$ cat src/rtl/alloc_stack.sv
// rtl/alloc_stack.sv - LIFO stack of bytes kept as a linked list in allocator RAM
module alloc_stack #(
    parameter logic [15:0] BASE  = 16'h5000,
    parameter int unsigned DEPTH = 256
) (
    input  logic        i_clk,
    input  logic        i_rst,
    input  logic        i_push,
    input  logic        i_pop,
    input  logic [7:0]  i_data,
    output logic        o_ready,
    output logic        o_valid,
    output logic [7:0]  o_data,
    output logic        o_empty,
    output logic        o_full,
    output logic [8:0]  o_depth,
    output logic        o_error,
    output logic        o_al,
    output logic [15:0] o_adata,
    input  logic [15:0] i_aaddr,
    output logic        o_fr,
    output logic [15:0] o_faddr,
    output logic        o_rd,
    output logic [15:0] o_raddr,
    input  logic [15:0] i_rdata
);

    typedef enum logic [1:0] {
        IDLE      = 2'd0,
        PUSH_WAIT = 2'd1,
        POP_READ  = 2'd2
    } state_t;

    localparam logic [7:0] BASE_HI   = BASE[15:8];
    localparam logic [8:0] DEPTH_MAX = DEPTH[8:0];

    state_t      state_q, state_d;
    logic [7:0]  top_q, top_d;
    logic [8:0]  depth_q, depth_d;
    logic        valid_q, valid_d;
    logic        error_q, error_d;
    logic [7:0]  data_q, data_d;

    logic        idle;
    logic        empty;
    logic        full;
    logic        push_ok;
    logic        pop_ok;

    assign idle    = (state_q == IDLE);
    assign empty   = (depth_q == 9'd0);
    assign full    = (depth_q == DEPTH_MAX);
    assign push_ok = idle && i_push && !i_pop && !full;
    assign pop_ok  = idle && i_pop && !i_push && !empty;

    always_ff @(posedge i_clk) begin
        if (i_rst) begin
            state_q <= IDLE;
            top_q   <= 8'd0;
            depth_q <= 9'd0;
            valid_q <= 1'b0;
            error_q <= 1'b0;
            data_q  <= 8'd0;
        end else begin
            state_q <= state_d;
            top_q   <= top_d;
            depth_q <= depth_d;
            valid_q <= valid_d;
            error_q <= error_d;
            data_q  <= data_d;
        end
    end

    always_comb begin
        state_d = state_q;
        top_d   = top_q;
        depth_d = depth_q;
        valid_d = 1'b0;
        error_d = 1'b0;
        data_d  = data_q;
        case (state_q)
            IDLE: begin
                if (push_ok) begin
                    state_d = PUSH_WAIT;
                end else if (pop_ok) begin
                    state_d = POP_READ;
                end else if (i_push || i_pop) begin
                    error_d = 1'b1;
                end
            end
            PUSH_WAIT: begin
                state_d = IDLE;
                // An address outside our RAM page cannot be linked; that cell is leaked.
                if (i_aaddr[15:8] == BASE_HI) begin
                    top_d   = i_aaddr[7:0];
                    depth_d = depth_q + 9'd1;
                end else begin
                    error_d = 1'b1;
                end
            end
            POP_READ: begin
                state_d = IDLE;
                data_d  = i_rdata[7:0];
                top_d   = i_rdata[15:8];
                depth_d = depth_q - 9'd1;
                valid_d = 1'b1;
            end
            default: state_d = IDLE;
        endcase
    end

    always_comb begin
        o_al    = push_ok;
        o_rd    = pop_ok;
        o_fr    = (state_q == POP_READ);
        o_adata = {top_q, i_data};
        o_raddr = {BASE_HI, top_q};
        o_faddr = {BASE_HI, top_q};
    end

    assign o_ready = idle;
    assign o_valid = valid_q;
    assign o_data  = data_q;
    assign o_empty = empty;
    assign o_full  = full;
    assign o_depth = depth_q;
    assign o_error = error_q;

endmodule
$ cat config.mk
export PLATFORM = sky130hd
export DESIGN_NAME = alloc_stack
export DESIGN_NICKNAME = d
export VERILOG_FILES = /design/src/rtl/alloc_stack.sv
export SDC_FILE = /design/constraint.sdc
export NUM_CORES = 1
export LEC_CHECK = 0
export CORE_UTILIZATION = 36
export CTS_CLUSTER_DIAMETER = 30
export DETAILED_ROUTE_END_ITERATION = 16
export HOLD_SLACK_MARGIN = 0.08
export PLACE_DENSITY_LB_ADDON = 0.2
export SKIP_LAST_GASP = 1
export SYNTH_ARGS = -nofsm -noshare
export SYNTH_HDL_FRONTEND = slang
export SYNTH_SLANG_ARGS = --single-unit
$ cat constraint.sdc
create_clock -name i_clk -period 3.3 [get_ports i_clk]
set_input_delay 0.495 -clock i_clk [delete_from_list [all_inputs] [get_ports i_clk]]
set_output_delay 0.495 -clock i_clk [all_outputs]
set_load 0.1 [all_outputs]
**After elaboration in Yosys (flattened, before gate mapping)**

Index checks and enable logic that the tools add are counted.

- Add/sub/neg operators: 2
- Eq/ne operators: 5
- Multiplexer cells: 12
- Bitwise operators: 1
- Reduce and logical (&&, ||, !) cells: 18

Operators by type and width:

| cell | count |
|---|---|
| 9-bit one-hot mux with 2 select lines | 1 |
| 8-bit one-hot mux with 2 select lines | 1 |
| 9-bit by 1-bit adder with 9-bit output (second input constant) | 1 |
| 9-bit == test (second input constant) | 1 |
| 9-bit zero test | 1 |
| 9-bit two-way mux | 1 |
| 9-bit by 1-bit subtractor with 9-bit output (second input constant) | 1 |
| 8-bit by 7-bit == test with 1-bit output (second input constant) | 1 |
| 8-bit two-way mux | 1 |
| 1-bit two-way mux | 7 |
| 1-bit logical AND | 6 |
| 1-bit zero test | 4 |
| 2-bit nonzero test | 2 |
| 3-bit OR reduction | 1 |
| 2-bit by 1-bit == test with 1-bit output (second input constant) | 1 |
| 2-bit == test (second input constant) | 1 |
| 2-bit zero test | 1 |
| 2-bit inequality test (second input constant) | 1 |
| 1-bit one-hot mux with 2 select lines | 1 |
| 2-bit AND reduction | 1 |
| 2-bit OR reduction | 1 |
| 1-bit logical OR | 1 |
| 1-bit NOT | 1 |

- Flip-flop bits (word level): 29
- Output and inout port bits: 73
- Word-level logic and storage cells: 45

**Longest topological paths before layout**

- Word-level depth: 7
- Mapped depth: 10
- Gate-level depth less buffers: 8

**Least setup slack after synthesis**

No wires, ideal clock.

- Path type: register to output
- From: reg state_q[0]
- To: out o_rd
- Arrival: 4005 ps
- Required time: 2805 ps
- Path slack: -1200 ps
- Cell stages (with the launch flop): 4
- Buffers on the path: 0
- Path through: dfxtp_1 > nor2_1 > nand2_1 > nor3_1

- Longest elaborated chain between the ends: 4

RTL lines:

| what | line | RTL |
|---|---|---|
| start, declared | 37 | `state_t state_q, state_d;` |
| start signal, assigned | 65 | `state_q <= state_d;` |
| 2-bit zero test | 50 | `assign idle = (state_q == IDLE);` |
| named net o_ready | 11 | `output logic o_ready,` |
| 1-bit logical AND (3 in series) | 54 | `assign pop_ok = idle && i_pop && !i_push && !empty;` |
| end, declared | 23 | `output logic o_rd,` |

The timed path passes the listed nets, and every way through them passes these cells.

**Worst setup path after layout**

- From: in i_aaddr[9]
- To: reg depth_q[2] (netlist: o_depth[2])

- Longest elaborated chain between the ends: 3

RTL lines:

| what | line | RTL |
|---|---|---|
| start, declared | 20 | `input logic [15:0] i_aaddr,` |
| 8-bit by 7-bit == test with 1-bit output | 94 | `if (i_aaddr[15:8] == BASE_HI) begin` |
| 2-bit inequality test (no line) | -- |  |
| 2-bit AND reduction (no line) | -- |  |
| end signal, assigned | 67 | `depth_q <= depth_d;` |
| end, declared | 39 | `logic [8:0] depth_q, depth_d;` |

No other way between the ends.
A chain may end at the register's enable or synchronous reset.

==> metrics.cfg <==
[status]
status=completed

[sta]
tns_ps=0
finalCritPeriodShare=0.711
period_needed_ps=2350
rsz0062_at_grt=no
relSlewSlack=0.325
drv_slew=0
fmax_mhz=426
setup_viol=0
worstMarginPinSlew_ps=1010
skew_ps=3.98
hold_viol=0

[power_and_ir_drop]
power.density_nw_per_um2=310
pwr-share-clk=0.352
p_comb_frac=0.203
p_int_uw=545
p_sw_frac=0.311
seq_power_share=0.445
vdd_drop_max_uv=203
power_switching_uw=246
p_leak_uw=0.00106

[routing]
vias=1622
dr.pass1.iters=4
wirelength_mm=4.13
routed_via_density=4.73
post_drt_wl_per_cell_um=12.0
drtIter0Drc=55
drtAntennaViolNets=0
drc=0

[logic_synthesis]
synth_area_leader_cell=dfxtp_1
netlist_area_sq_um=1810
synth-seq-cells=29
synth_cell_types=41
yosys_most_used_dff=dfxtp_1
synthCells=217
synth_area_per_cell_sq_um=8.33
synthTopCellsByCount=buf_4 (41), dfxtp_1 (29), nand2_1 (28)
yosysWarnings=0
synthDominantCellAreaShare=0.321
synth_edf_count=0
yosysMostFrequentCell=buf_4
synth_area_leaders=dfxtp_1 (32%), buf_4 (17%), nand2_1 (5.8%), ha_1 (4.8%), a211oi_1 (4.6%)
ys_seq_area_frac=0.321
async_reset_ff_frac=0

[finish]
antenna_cells=0
area_delta_synth_final_pct=41.0
stdcell_area_sq_um=2550
nets=327
drive_above_1_share=0.116
fillers=460

[grt]
grt_use_total=0.160
grt_pass1_vias=1391
overflow=0
antenna_found_initial=0
grt_start_max_net_pins=28
grt_pass1_wl_mm=6.47

[cts]
clk_latency_ps=280
hold_buffers=0
cts_setup_buffers=0
cts_max_level=2
cts_tree=yes
clk_pin_slew_ps=60
cts_buffer_depth=2
cts_sinks=29
numCtsBuffers=5
ctsResizeCount=0
clockRootBuffer=clkbuf_8

[critical_path]
worstSetupPathType=in2reg
crit_path_end_kind=register
cp.required_ps=3480
worstPathMaxFanout=11
start_kind=input pin
critPathArrivalTime_ps=2520

[hold_path]
hp-class=reg2reg

[floorplan]
start_util=0.378
core-area_sq_um=4790
die_w_um=72.9
core.rowCount=25
die_area_sq_um=5310
die-height_um=72.9
num_io_pins=117

[place]
hpwl_mm=3.02
dpl_cell_area_sq_um=2470
port_buffers=84
place_congestion=0.780

[job]
drv_cap=0

-- path summary, 6_finish.rpt --
| kind | startpoint | endpoint | slack [ps] | depth (start not counted) |
|---|---|---|---|---|
| worst max-delay path | i_aaddr[9] | o_depth[2] | 950 | 6 |
| worst min register to register | o_data[2] | o_data[2] | 450 | 2 |
| worst max register to register | state_q[0] | o_depth[5] | 1010 | 8 |
| worst min-delay path | o_data[2] | o_data[2] | 450 | 2 |
-- power groups by stage --
stage,registers [uW],clock network [uW],logic (uW)
after global placement,360,0,160
after floorplan,367,0,163
final,352,278,161
after CTS,352,290,161
after global routing,352,306,166
after detailed placement,360,0,161
-- per-stage QoR --
stage / hold WS [ps] / total power, uW / setup WS [ps] / cells / util
after global placement: 441 / 521 / 695 / 335 / 0.516
after global routing: 476 / 825 / 803 / 343 / 0.533
after detailed placement: 449 / 520 / 634 / 335 / 0.516
after CTS: 457 / 803 / 939 / 343 / 0.533
after floorplan: 574 / 530 / 39.1 / 231 / -
final: 454 / 792 / 955 / 343 / 0.533
-- cell families (layout without fill, tap and decap cells) --
logic type      count (synthesis)  after routing  share of synthesized area
simple gates                   71             71                      0.195
buf+inv                        52             97                      0.194
compound gates                 43             43                      0.162
flops                          29             29                      0.321
fa+ha+maj                       8              8                     0.0595
mux                             8              8                     0.0443
xor+xnor                        4              4                     0.0194
other cells                     2             16                    0.00415
-- worst max-delay path: stages --
cell and delay [ps]:
clkdlybuf4s50_1 440, nor4_4 380, nand3_1 540, nand2_1 400
nor2_1 70, a211oi_1 190
-- state kept, by name, indices dropped and copies added (netlist names) --
register	flops
o_valid	1
o_depth	9
top_q	8
state_q	2
o_error	1
o_data	8
-- metal layers --
metal  wire [um]  GRT usage  vias up
li1            -          -      817
met1        1880      0.199      730
met2        1910      0.256       71
met3         298     0.0539        4
met4          34     0.0588        0
met5           0          0        -
-- cell usage in the layout, fill, tap and decap left out, drive strengths merged, types with 2 or more instances in the layout --
cell	instances
nand3	3
o21ai	4
or3	3
buf	9
xnor2	2
dfxtp	29
mux2i	8
o22ai	2
clkdlybuf4s50	77
nor4	5
a211oi	11
or4	2
ha	7
conb	16
nor3	6
clkbuf	8
a21oi	15
a21o	3
nor2	17
nand2	28
xor2	2
inv	3
-- cell type report --
| type | instances | area, sq um | area share |
|---|---|---|---|
| clock buffers | 8 | 80.1 | 0.0314 |
| well taps | 67 | 83.8 | 0.0329 |
| multi-input cells | 150 | 946 | 0.371 |
| repair buffers | 86 | 838 | 0.329 |
| inverters | 3 | 11.3 | 0.00442 |
| flip-flops and latches | 29 | 591 | 0.232 |
(Power assumes the default switching activity.)
